[src/rtl/usb_keyboard_typer.sv]
// ASCII-to-USB-HID typer: buffers ASCII bytes in a FIFO and emits one key report per
// supported character, spacing reports by a programmable idle gap.
module usb_keyboard_typer #(
    parameter int          FIFO_DEPTH = 16,
    parameter logic [23:0] GAP_CYCLES = 24'd3_000_000
) (
    input  logic        clk,
    input  logic        rstn,
    input  logic [7:0]  ascii_data,
    input  logic        ascii_valid,
    output logic        ascii_ready,
    output logic [15:0] key_value,
    output logic        key_request,
    output logic        busy
);

    localparam int             AW      = $clog2(FIFO_DEPTH);
    localparam logic [AW:0]    DEPTH_L = FIFO_DEPTH[AW:0];

    typedef enum logic [2:0] {
        IDLE,
        POP,
        MAP,
        FIRE,
        GAP
    } state_t;

    state_t         state, next_state;
    logic [7:0]     mem [FIFO_DEPTH];
    logic [AW-1:0]  wr_ptr, rd_ptr;
    logic [AW:0]    count;
    logic [7:0]     char_reg;
    logic [23:0]    gap_cnt;
    logic           push, pop;
    logic           map_ok;
    logic [15:0]    map_val;

    assign ascii_ready = (count != DEPTH_L);
    assign push        = ascii_valid && ascii_ready;
    assign pop         = (state == POP);
    assign busy        = (state != IDLE) || (count != '0);

    // Storage has no reset; only pointers and count define what is valid.
    always_ff @(posedge clk) begin
        if (push) begin
            mem[wr_ptr] <= ascii_data;
        end
    end

    always_ff @(posedge clk or negedge rstn) begin
        if (!rstn) begin
            wr_ptr <= '0;
            rd_ptr <= '0;
            count  <= '0;
        end else begin
            if (push) wr_ptr <= wr_ptr + 1'b1;
            if (pop)  rd_ptr <= rd_ptr + 1'b1;
            case ({push, pop})
                2'b10:   count <= count + 1'b1;
                2'b01:   count <= count - 1'b1;
                default: count <= count;
            endcase
        end
    end

    always_comb begin
        map_ok  = 1'b1;
        map_val = 16'h0000;
        if (char_reg >= 8'h61 && char_reg <= 8'h7A) begin
            map_val = {8'h00, 8'h04 + (char_reg - 8'h61)};
        end else if (char_reg >= 8'h41 && char_reg <= 8'h5A) begin
            map_val = {8'h02, 8'h04 + (char_reg - 8'h41)};
        end else if (char_reg >= 8'h31 && char_reg <= 8'h39) begin
            map_val = {8'h00, 8'h1E + (char_reg - 8'h31)};
        end else begin
            case (char_reg)
                8'h30:   map_val = 16'h0027;
                8'h0A:   map_val = 16'h0028;
                8'h08:   map_val = 16'h002A;
                8'h09:   map_val = 16'h002B;
                8'h20:   map_val = 16'h002C;
                8'h2D:   map_val = 16'h002D;
                8'h2C:   map_val = 16'h0036;
                8'h2E:   map_val = 16'h0037;
                default: map_ok  = 1'b0;
            endcase
        end
    end

    always_ff @(posedge clk or negedge rstn) begin
        if (!rstn) begin
            state <= IDLE;
        end else begin
            state <= next_state;
        end
    end

    // A finished gap with more bytes queued goes straight to POP so that
    // back-to-back reports are spaced exactly GAP_CYCLES+3 apart.
    always_comb begin
        next_state  = state;
        key_request = 1'b0;
        case (state)
            IDLE: if (count != '0) next_state = POP;
            POP:  next_state = MAP;
            MAP:  next_state = map_ok ? FIRE : IDLE;
            FIRE: begin
                key_request = 1'b1;
                next_state  = GAP;
            end
            GAP:  if (gap_cnt == 24'd0) next_state = (count != '0) ? POP : IDLE;
            default: next_state = IDLE;
        endcase
    end

    always_ff @(posedge clk or negedge rstn) begin
        if (!rstn) begin
            char_reg  <= 8'h00;
            key_value <= 16'h0000;
            gap_cnt   <= 24'd0;
        end else begin
            if (state == POP) char_reg <= mem[rd_ptr];
            if (state == MAP && map_ok) key_value <= map_val;
            if (state == FIRE) begin
                gap_cnt <= GAP_CYCLES - 24'd1;
            end else if (state == GAP && gap_cnt != 24'd0) begin
                gap_cnt <= gap_cnt - 24'd1;
            end
        end
    end

endmodule

[config.mk]
export PLATFORM = sky130hd
export DESIGN_NAME = usb_keyboard_typer
export DESIGN_NICKNAME = d
export VERILOG_FILES = /design/src/rtl/usb_keyboard_typer.sv
export SDC_FILE = /design/constraint.sdc
export NUM_CORES = 1
export LEC_CHECK = 0
export CELL_PAD_IN_SITES_DETAIL_PLACEMENT = 1
export CELL_PAD_IN_SITES_GLOBAL_PLACEMENT = 2
export CORE_ASPECT_RATIO = 0.5
export CORE_MARGIN = 10
export CORE_UTILIZATION = 45
export DETAILED_ROUTE_END_ITERATION = 10
export GPL_ROUTABILITY_DRIVEN = 0
export PLACE_DENSITY = 0.88
export SKIP_CTS_REPAIR_TIMING = 1
export SYNTH_ARGS = -nofsm -noshare
export SYNTH_HDL_FRONTEND = slang
export SYNTH_SLANG_ARGS = --single-unit
[constraint.sdc]
create_clock -name clk -period 4.3 [get_ports clk]
set_clock_uncertainty 0.2 [all_clocks]
set_input_delay 0.86 -clock clk [delete_from_list [all_inputs] [get_ports clk]]
set_output_delay 0.86 -clock clk [all_outputs]
set_load 0.1 [all_outputs]
==> summary.md, run 1 <==
| Metric | Value |
|---|---|
| Die Span Y | 116 um |
| Hold Path Depth | 2 |
| Top_reg_cell synth | edfxtp_1 |
| P&R area growth vs syn | 12.8% |
| Post-synth EDFFs | 128 |
| Chip width | 211 um |
| Layout Cells excl Fill | 819 |
| Initial antenna violation count | 0 |
| Hold Crit Class | reg -> reg |
| Largest cells by area after synthesis | edfxtp_1, dfrtp_1, mux4_2 |
| WP depth | 4 |
| Worst path bufs/invs | 1 |
| Max clock buf depth | 2 |
| Compound-Gate Fraction of Synth Area | 5.93% |
| Top cell type's share of synthesized area | 46.8% |
| Post-DP HPWL | 12100 um |
| Vias/cell | 5.62 |
| Max Cap Viol | 0 |
| Biggest register | mem |
| Register area | 5270 um2 |
| Max VDD drop | 0.000385 V |
| CTS Sinks | 185 |
| R2r startpoint | char_reg[0]$_DFFE_PN0N_ |
| Clock transition at the registers of the reported paths | 0.08 ns |
| Final Cell Area | 9270 um2 |
| Vias in the first global route | 4911 |
| Synthesized-area fraction occupied by adder cells | 2.53% |
| Critical path peak fanout | 4 |
| Min-Delay Endpoint | key_value[9]$_DFFE_PN0P_ |
| DR WL/cell | 21.1 um |
| Unrepaired setup endpoints after global routing | no |
| Clock share of power | 24.7% |
| Clock Latency Late Sink | 0.42 ns |
| CTS tree | done |
| Area leader, netlist | edfxtp_1 |
| Ys Warns | 0 |
| Total grt overflow | 0 |
| Core area | 17700 um2 |
| Fraction of registers with async set/reset | 30.8% |
| # fillers | 1686 |
| Starting Density | 46.5% |
| Post-Syn Area | 8210 um2 |
| Startpoint Class | flip-flop |
| Sequential area share after synthesis | 64.2% |
| Worst setup EP type | primary output |
| Total Routing Usage GR | 15.0% |
| Count leader, synth | edfxtp_1 |
| Via count | 4601 |
| IO Pins | 30 |
| Antenna cell count | 0 |
| Period minus WS final | 3.50 ns |
| TritonCTS Buffers | 17 |
| Reg2reg end | key_value[0]$_DFFE_PN0P_ |
| Setup TNS | 0 ns |
| Worst path required time | 3.24 ns |
| Cell Int Power | 3940 uW |
| PwrDens | 677 nW/um2 |
| Combinational fraction of design power | 32.9% |
| Fin nets | 599 |
| Crit Path Category | reg -> out |
| R2r setup slk | 0.89 ns |
| Yosys reg bits | 185 |
| H-tree depth | 4 |
| Post-Synth XOR/XNOR Area | 3.31% |
| Worst path slowest cell | clkdlybuf4s50_1 |
| Input/output buffers | 22 |
| First-pass GRT wire length | 28200 um |
| Endpoints failing setup | 0 |
| Crit-path cells | nor4_1 -> nor2b_1 -> nand2_1 -> clkdlybuf4s50_1 |
| DIE AREA | 24400 um2 |
| Row Count | 34 |
| Antenna Violating Nets Remaining | 0 |
| Area after DPL | 8660 um2 |
| Crit-path leading delay family | buffers and inverters |
| Reg2reg path depth | 7 |
| Area of the multi-input gates | 2760 um2 |
| Crit path largest cell delay | 0.97 ns |
| Syn Inst Count | 545 |
| WL final | 17300 um |
| Root Driver | clkbuf_16 |
| Flop pwr share | 42.4% |
| Tcrit/Tclk final | 81.3% |
| Drt pass-1 iters | 4 |
| Fraction of synthesized area in multiplexers | 11.9% |
| Net Sw Power | 2340 uW |
| Inst Count DP | 787 |
| Largest registers | mem (128), gap_cnt (24), key_value (9) |
| Max Clock Freq | 286 MHz |
| Slew Limit Fails | 0 |
| Crit path DAT | 2.44 ns |
| Worst-margin pin slew | 1.02 ns |
| Pleak | 0.00324 uW |
| Outcome | complete, no violations |
| DRC | 0 |
| Initial drt markers | 470 |
| Synth Area in Simple Gates | 9.57% |
| Rel. slew slack | 32.1% |
| Final Util | 52.5% |
| Distinct cells, synth | 63 |
| Switching part of the total | 37.3% |
| Share of layout cells above drive strength 1 | 17.9% |
| Largest net degree at the start of global routing | 36 |
| Hold_sp | key_value[9]$_DFFE_PN0P_ |
| Synth top cells by count | edfxtp_1, dfrtp_1, nand2_1 |
| Final Hold Viols | 0 |
| Main combinational cell family by area after synthesis | multiplexers |
| Max reg flops | 128 |
| Mean Syn Cell Area | 15.1 um2 |
[stage by stage]
step	power, uW	hold slack [ns]	worst slack, ns
final	6280	0.282	0.805
after CTS	6340	0.289	0.772
after global routing	6650	0.322	0.631
after global placement	4640	0.265	1.01
after detailed placement	4760	0.274	0.898
after floorplan	4160	0.263	0.808
[cell type report]
class / instances / share of cell area (%)
flip-flops and latches: 185 / 56.9
multi-input cells: 322 / 29.8
clock buffers: 17 / 4.59
well taps: 234 / 3.16
repair buffers: 31 / 3.02
clock inverters: 15 / 1.90
inverters: 15 / 0.608
[kinds of logic after synthesis]
group,count (synthesis)
adders and majority gates,16
xor gates and xnor gates,31
AOI/OAI and AO/OA,69
buffers and inverters,44
other,1
and+or+nand+nor,152
DFF,185
muxes,47
[worst register-to-register path: stages (launching register included)]
cell and delay (ns):
dfrtp_1 0.44, inv_1 0.18, ha_1 0.31, o21ba_2 0.24, o221ai_1 0.61, o31ai_1 0.29
o211ai_2 0.60, mux2_2 0.40
[power by group through the flow]
stage	logic [uW]	clock network, uW	registers [uW]
after global routing	2250	1680	2720
after global placement	1980	0	2660
after detailed placement	2060	0	2700
final	2060	1550	2660
after floorplan	1570	0	2580
after CTS	2080	1590	2670
[placed cells by master (no fill, tap or decap), drive strengths merged, types with 3 or more instances in the layout]
master         netlist  final
nor3                12     12
xor2                13     13
nor3b                4      4
mux2                 7      7
nand2b               5      5
dfrtp               57     57
o21ai               24     24
ha                  15     15
clkbuf              11     17
and2                 3      3
buf                 18     11
clkdlybuf4s50        0     20
or3                  8      8
inv                 14     21
mux4                40     40
nand2               44     44
xnor2               18     18
clkinv               1      8
nand3                9      9
nor4                 6      6
or4                  7      7
a21oi                9      9
edfxtp             128    128
conb                 1      7
o31ai                5      5
a21o                 3      3
nor2                33     33
nand4                3      3
a211o                4      4
o211ai               6      6
and3                 4      4
nand3b               4      4
nor2b                4      4
[worst max-delay path by stage]
stage	from	end	slack, ns
finish	count[0]$_DFFE_PN0P_	busy	0.80
global route	char_reg[0]$_DFFE_PN0N_	key_value[3]$_DFFE_PN0P_	0.63
CTS	count[0]$_DFFE_PN0P_	busy	0.77
detailed placement	char_reg[0]$_DFFE_PN0N_	key_value[3]$_DFFE_PN0P_	0.90
global placement	ascii_valid	count[4]$_DFFE_PN0P_	1.01
floorplan	count[1]$_DFFE_PN0P_	count[4]$_DFFE_PN0P_	0.81
[per-layer routing]
metal,track usage [%],vias up,part of all wire [%]
met4,5.13,0,1.2
met1,19.6,2392,47
met3,2.96,17,2.8
met5,0,-,0
met2,24.7,67,49
li1,-,2125,-
Note: power is estimated with default switching activity, not from simulation.
==> run 2: changes to the inputs <==
--- a/config.mk
+++ b/config.mk
@@ -9,10 +9,10 @@
 export CELL_PAD_IN_SITES_GLOBAL_PLACEMENT = 2
 export CORE_ASPECT_RATIO = 0.5
 export CORE_MARGIN = 10
-export CORE_UTILIZATION = 45
+export CORE_UTILIZATION = 41
 export DETAILED_ROUTE_END_ITERATION = 10
 export GPL_ROUTABILITY_DRIVEN = 0
-export PLACE_DENSITY = 0.88
+export PLACE_DENSITY = 0.85
 export SKIP_CTS_REPAIR_TIMING = 1
 export SYNTH_ARGS = -nofsm -noshare
 export SYNTH_HDL_FRONTEND = slang
==> constraint.sdc (replaced) <==
create_clock -name clk -period 2.8 [get_ports clk]
set_clock_uncertainty 0.2 [all_clocks]
set_input_delay 0.56 -clock clk [delete_from_list [all_inputs] [get_ports clk]]
set_output_delay 0.56 -clock clk [all_outputs]
set_load 0.1 [all_outputs]
==> summary.md, run 2 (synthesis gave the netlist of run 1 again) <==
| Metric | Value |
|---|---|
| Routing usage on met2 | 22.8% |
| Slew Limit Fails | 0 |
| Switching part of the total | 37.1% |
| Root Driver | clkbuf_16 |
| Clock Latency Late Sink | 0.44 ns |
| CTS tree | done |
| Core area | 19500 um2 |
| Initial drt markers | 380 |
| IO Pins | 30 |
| First-pass GRT wire length | 29400 um |
| Hold Crit Class | reg -> reg |
| Setup TNS | 0 ns |
| CTS Sinks | 185 |
| Cell Int Power | 6170 uW |
| Total grt overflow | 0 |
| Chip width | 220 um |
| P&R area growth vs syn | 16.6% |
| Top Usage Layer GRT | met2 |
| Flop pwr share | 40.5% |
| Max Clock Freq | 370 MHz |
| DIE AREA | 26400 um2 |
| Worst path required time | 2.91 ns |
| Final Util | 49.0% |
| Area after DPL | 8990 um2 |
| TritonCTS Buffers | 17 |
| Input/output buffers | 22 |
| Critical path peak fanout | 8 |
| Fin nets | 627 |
| Period minus WS final | 2.71 ns |
| Met3 Track Usage GR | 3.36% |
| Initial antenna violation count | 0 |
| Setup WS pre-CTS | 0.0530 ns |
| Pleak | 0.00341 uW |
| # fillers | 1926 |
| PwrDens | 1020 nW/um2 |
| Vias in the first global route | 5133 |
| Post-DP HPWL | 12700 um |
| Combinational fraction of design power | 36.6% |
| Leading cell type in the layout, fill and taps excluded | edfxtp_1 |
| Endpoints failing setup | 0 |
| R2r setup slk | 0.09 ns |
| Crit path DAT | 2.82 ns |
| Met1 Usage GRT | 19.1% |
| Antenna Violating Nets Remaining | 0 |
| DR WL/cell | 20.6 um |
| Largest registers | mem (128), gap_cnt (24), key_value (9) |
| Worst setup EP type | flip-flop |
| Rel. slew slack | 57.4% |
| Tcrit/Tclk final | 96.7% |
| Share of layout cells above drive strength 1 | 24.6% |
| Antenna cell count | 0 |
| Row Count | 36 |
| Max clock buf depth | 2 |
| Final Cell Area | 9570 um2 |
| WL final | 18100 um |
| Crit Path Category | reg -> reg |
| DRC | 0 |
| Outcome | complete, no violations |
| Unrepaired setup endpoints after global routing | yes |
| H-tree depth | 4 |
| Setup ws final | 0.0937 ns |
| Largest net degree at the start of global routing | 36 |
| Vias/cell | 5.45 |
| Starting Density | 42.0% |
| Total design power | 9810 uW |
| Startpoint Class | flip-flop |
| Via count | 4787 |
| Most frequent cells in the layout | edfxtp_1, dfrtp_1, nand2_1, buf_4, mux4_2 |
| Max Cap Viol | 0 |
| Total Routing Usage GR | 14.2% |
| Die Span Y | 120 um |
| Net Sw Power | 3640 uW |
| Max VDD drop | 0.000534 V |
| Max reg flops | 128 |
| Worst-margin pin slew | 0.639 ns |
| Drt pass-1 iters | 5 |
| Biggest register | mem |
| Clock transition at the registers of the reported paths | 0.07 ns |
| Clock share of power | 23.0% |
| Final Hold Viols | 0 |
-- run 2: changes by cell type in the layout (fill, tap and decap cells not counted), sizes merged --
cell           previous run  this run
inv                      21        20
clkbuf                   17        19
clkinv                    8         7
dlygate4sd3               0         1
clkdlybuf4s50            20         9
buf                      11        49
-- run 2: final cells by class --
cell class                 count  area [um2]  share of cell area [%]
tap                          266         333                    3.48
multi-input combinational    322        2840                    29.6
sequential                   185        5270                    55.1
clock buffer                  19         433                    4.52
inverter                      15        61.3                   0.640
timing repair buffer          59         528                    5.51
clock inverter                13         111                    1.16
-- run 2: worst paths after layout --
check,startpoint,to,cells after the start
worst max-delay path,char_reg[0]$_DFFE_PN0N_,key_value[5]$_DFFE_PN0P_,7
worst min-delay path,key_value[1]$_DFFE_PN0P_,key_value[1]$_DFFE_PN0P_,2
worst max register to register,char_reg[0]$_DFFE_PN0N_,key_value[5]$_DFFE_PN0P_,7
worst min register to register,key_value[1]$_DFFE_PN0P_,key_value[1]$_DFFE_PN0P_,2
max in group asynchronous,rstn,key_value[6]$_DFFE_PN0P_,3
min in group asynchronous,rstn,gap_cnt[10]$_DFFE_PN0P_,2
-- run 2: power groups by stage --
stage | registers (uW) | clock network (uW) | logic [uW]
after floorplan | 3990 | 0 | 2470
after global placement | 3970 | 0 | 3430
after global routing | 4050 | 2430 | 3910
after detailed placement | 4020 | 0 | 3570
final | 3970 | 2250 | 3590
after CTS | 3980 | 2300 | 3610
-- run 2: stage by stage --
stage / hold slack (ns) / cells
after detailed placement: 0.274 / 846
after global placement: 0.264 / 846
after floorplan: 0.0644 / 551
final: 0.289 / 879
after global routing: 0.311 / 879
after CTS: -0.125 / 878
-- run 2: critical path: stages (launching register included) --
cell and delay [ns]:
dfrtp_1 0.45, inv_1 0.19, ha_1 0.32, nor3b_2 0.20, a22o_1 0.29, a211o_1 0.34, o211ai_4 0.25, mux2_2 0.36
-- run 2: per-layer routing --
layer / share of wire [%] / routed length (um)
met3: 4.0 / 723
met2: 50 / 8970
met1: 45 / 8210
met4: 1.1 / 204
met5: 0 / 0
==> run 3: changes to the inputs <==
--- a/config.mk
+++ b/config.mk
@@ -12,7 +12,9 @@
 export CORE_UTILIZATION = 41
 export DETAILED_ROUTE_END_ITERATION = 10
 export GPL_ROUTABILITY_DRIVEN = 0
+export MAX_ROUTING_LAYER = met4
 export PLACE_DENSITY = 0.85
+export SETUP_SLACK_MARGIN = 0.2
 export SKIP_CTS_REPAIR_TIMING = 1
 export SYNTH_ARGS = -nofsm -noshare
 export SYNTH_HDL_FRONTEND = slang
==> summary.md, run 3 (synthesis gave the netlist of run 1 again) <==
| Metric | Value |
|---|---|
| Worst-margin pin slew | 0.682 ns |
| Leading cell type in the layout, fill and taps excluded | edfxtp_1 |
| Tcrit/Tclk final | 89.9% |
| Core area | 19500 um2 |
| Unrepaired setup endpoints after global routing | yes |
| Starting Density | 42.0% |
| TritonCTS Buffers | 17 |
| Via count | 4723 |
| Max reg flops | 128 |
| Setup WS pre-CTS | 0.0779 ns |
| Drt pass-1 iters | 6 |
| Max VDD drop | 0.000502 V |
| PwrDens | 1020 nW/um2 |
| R2r startpoint | count[3]$_DFFE_PN0P_ |
| Hold slack final | 0.296 ns |
| Total design power | 9910 uW |
| Row Count | 36 |
| Max Clock Freq | 397 MHz |
| Worst path slowest cell | dfrtp_2 |
| Largest registers | mem (128), gap_cnt (24), key_value (9) |
| Period minus WS final | 2.52 ns |
| Antenna Violating Nets Remaining | 0 |
| Clock Latency Late Sink | 0.44 ns |
| Worst path required time | 2.04 ns |
| Initial drt markers | 397 |
| Setup ws final | 0.283 ns |
| Most frequent cells in the layout | edfxtp_1, dfrtp_1, buf_4 |
| Slew Limit Fails | 0 |
| Rel. slew slack | 54.6% |
| Crit Path Category | reg -> out |
| DRC | 0 |
| Antenna cell count | 0 |
| Input/output buffers | 22 |
| First-pass GRT wire length | 29200 um |
| Vias/cell | 5.34 |
| Final Hold Viols | 0 |
| Largest net degree at the start of global routing | 42 |
| Fin nets | 633 |
| Inst Count DP | 846 |
| Layout Cells excl Fill | 885 |
| Outcome | complete, no violations |
| Max Cap Viol | 0 |
| P&R area growth vs syn | 18.0% |
| Setup crit end | busy |
| Setup crit start | count[3]$_DFFE_PN0P_ |
| Vias in the first global route | 5038 |
| WL final | 18000 um |
| Worst setup EP type | primary output |
| IO Pins | 30 |
| Share of layout cells above drive strength 1 | 27.3% |
| CTS tree | done |
| DR WL/cell | 20.4 um |
| WP depth | 4 |
| Startpoint Class | flip-flop |
| Biggest register | mem |
| R2r setup slk | 0.29 ns |
| Max clock buf depth | 2 |
| Crit path largest cell delay | 0.43 ns |
| Endpoints failing setup | 0 |
| Pleak | 0.00345 uW |
| Initial antenna violation count | 0 |
| Clock transition at the registers of the reported paths | 0.07 ns |
| Reg2reg path depth | 13 |
| Die Span Y | 120 um |
| DIE AREA | 26400 um2 |
| H-tree depth | 4 |
| Total grt overflow | 0 |
| Total Routing Usage GR | 14.6% |
| Crit path DAT | 1.76 ns |
| Critical path peak fanout | 2 |
| Post-DP HPWL | 12100 um |
| Hold Path Depth | 2 |
| Root Driver | clkbuf_16 |
| Chip width | 220 um |
| Crit-path leading delay family | simple AND/OR/NAND/NOR gates |
| Hold Crit Class | reg -> reg |
| Crit-path cells | nor4_4 -> nor2b_2 -> nand2_1 -> buf_4 |
| CTS Sinks | 185 |
| Reg2reg end | count[4]$_DFFE_PN0P_ |
| Worst path bufs/invs | 1 |
[run 3: cell count changes in the layout (fill, tap and decap cells not counted), sizes merged]
cell	before	now
buf	49	55
clkbuf	19	17
clkinvlp	1	2
bufinv	0	1
[run 3: tightest hold or removal path, cell delays in order (launching register included)]
cell and delay (ns):
dfrtp_1 0.35, nand2_1 0.05, o21ai_0 0.06
[run 3: worst min path at each step]
stage	start	end	slack, ns
after floorplan	rstn	char_reg[0]$_DFFE_PN0N_	0.06
after global placement	key_value[1]$_DFFE_PN0P_	key_value[1]$_DFFE_PN0P_	0.27
after detailed placement	key_value[4]$_DFFE_PN0P_	key_value[4]$_DFFE_PN0P_	0.28
after CTS	rstn	rd_ptr[1]$_DFFE_PN0N_	-0.12
after global routing	key_value[7]$_DFFE_PN0P_	key_value[7]$_DFFE_PN0P_	0.31
final	key_value[1]$_DFFE_PN0P_	key_value[1]$_DFFE_PN0P_	0.30
[run 3: report_power, final]
| group | total [uW] | switching, uW | internal [uW] | leakage, uW |
|---|---|---|---|---|
| combinational | 3630 | 1990 | 1640 | 0.00134 |
| sequential | 3940 | 518 | 3420 | 0.00183 |
| clock | 2340 | 1100 | 1240 | 0.000275 |
[run 3: final cells by class]
class | count | area [um2]
Clock buffer | 17 | 425
Inverter | 15 | 65.1
Fill cell | 1928 | 9850
Clock inverter | 15 | 140
Tap cell | 266 | 333
Sequential cell | 185 | 5280
Timing Repair Buffer | 65 | 564
Multi-Input combinational cell | 322 | 2890
[run 3: through the flow]
step	cell area [um2]	setup TNS [ns]	util (%)
floorplan	8300	-0.00821	-
global placement	8980	0	45.9
detailed placement	8980	0	45.9
CTS	9540	0	48.8
global route	9690	0	49.6
finish	9690	0	49.6
[run 3: per-layer routing]
| layer | vias up | global-route usage, % | share of wire, % |
|---|---|---|---|
| met5 | - | - | 0 |
| met3 | 15 | 3.21 | 3.3 |
| met4 | 0 | 3.83 | 1.0 |
| met2 | 59 | 24.2 | 51 |
| met1 | 2465 | 18.0 | 45 |
| li1 | 2184 | - | - |
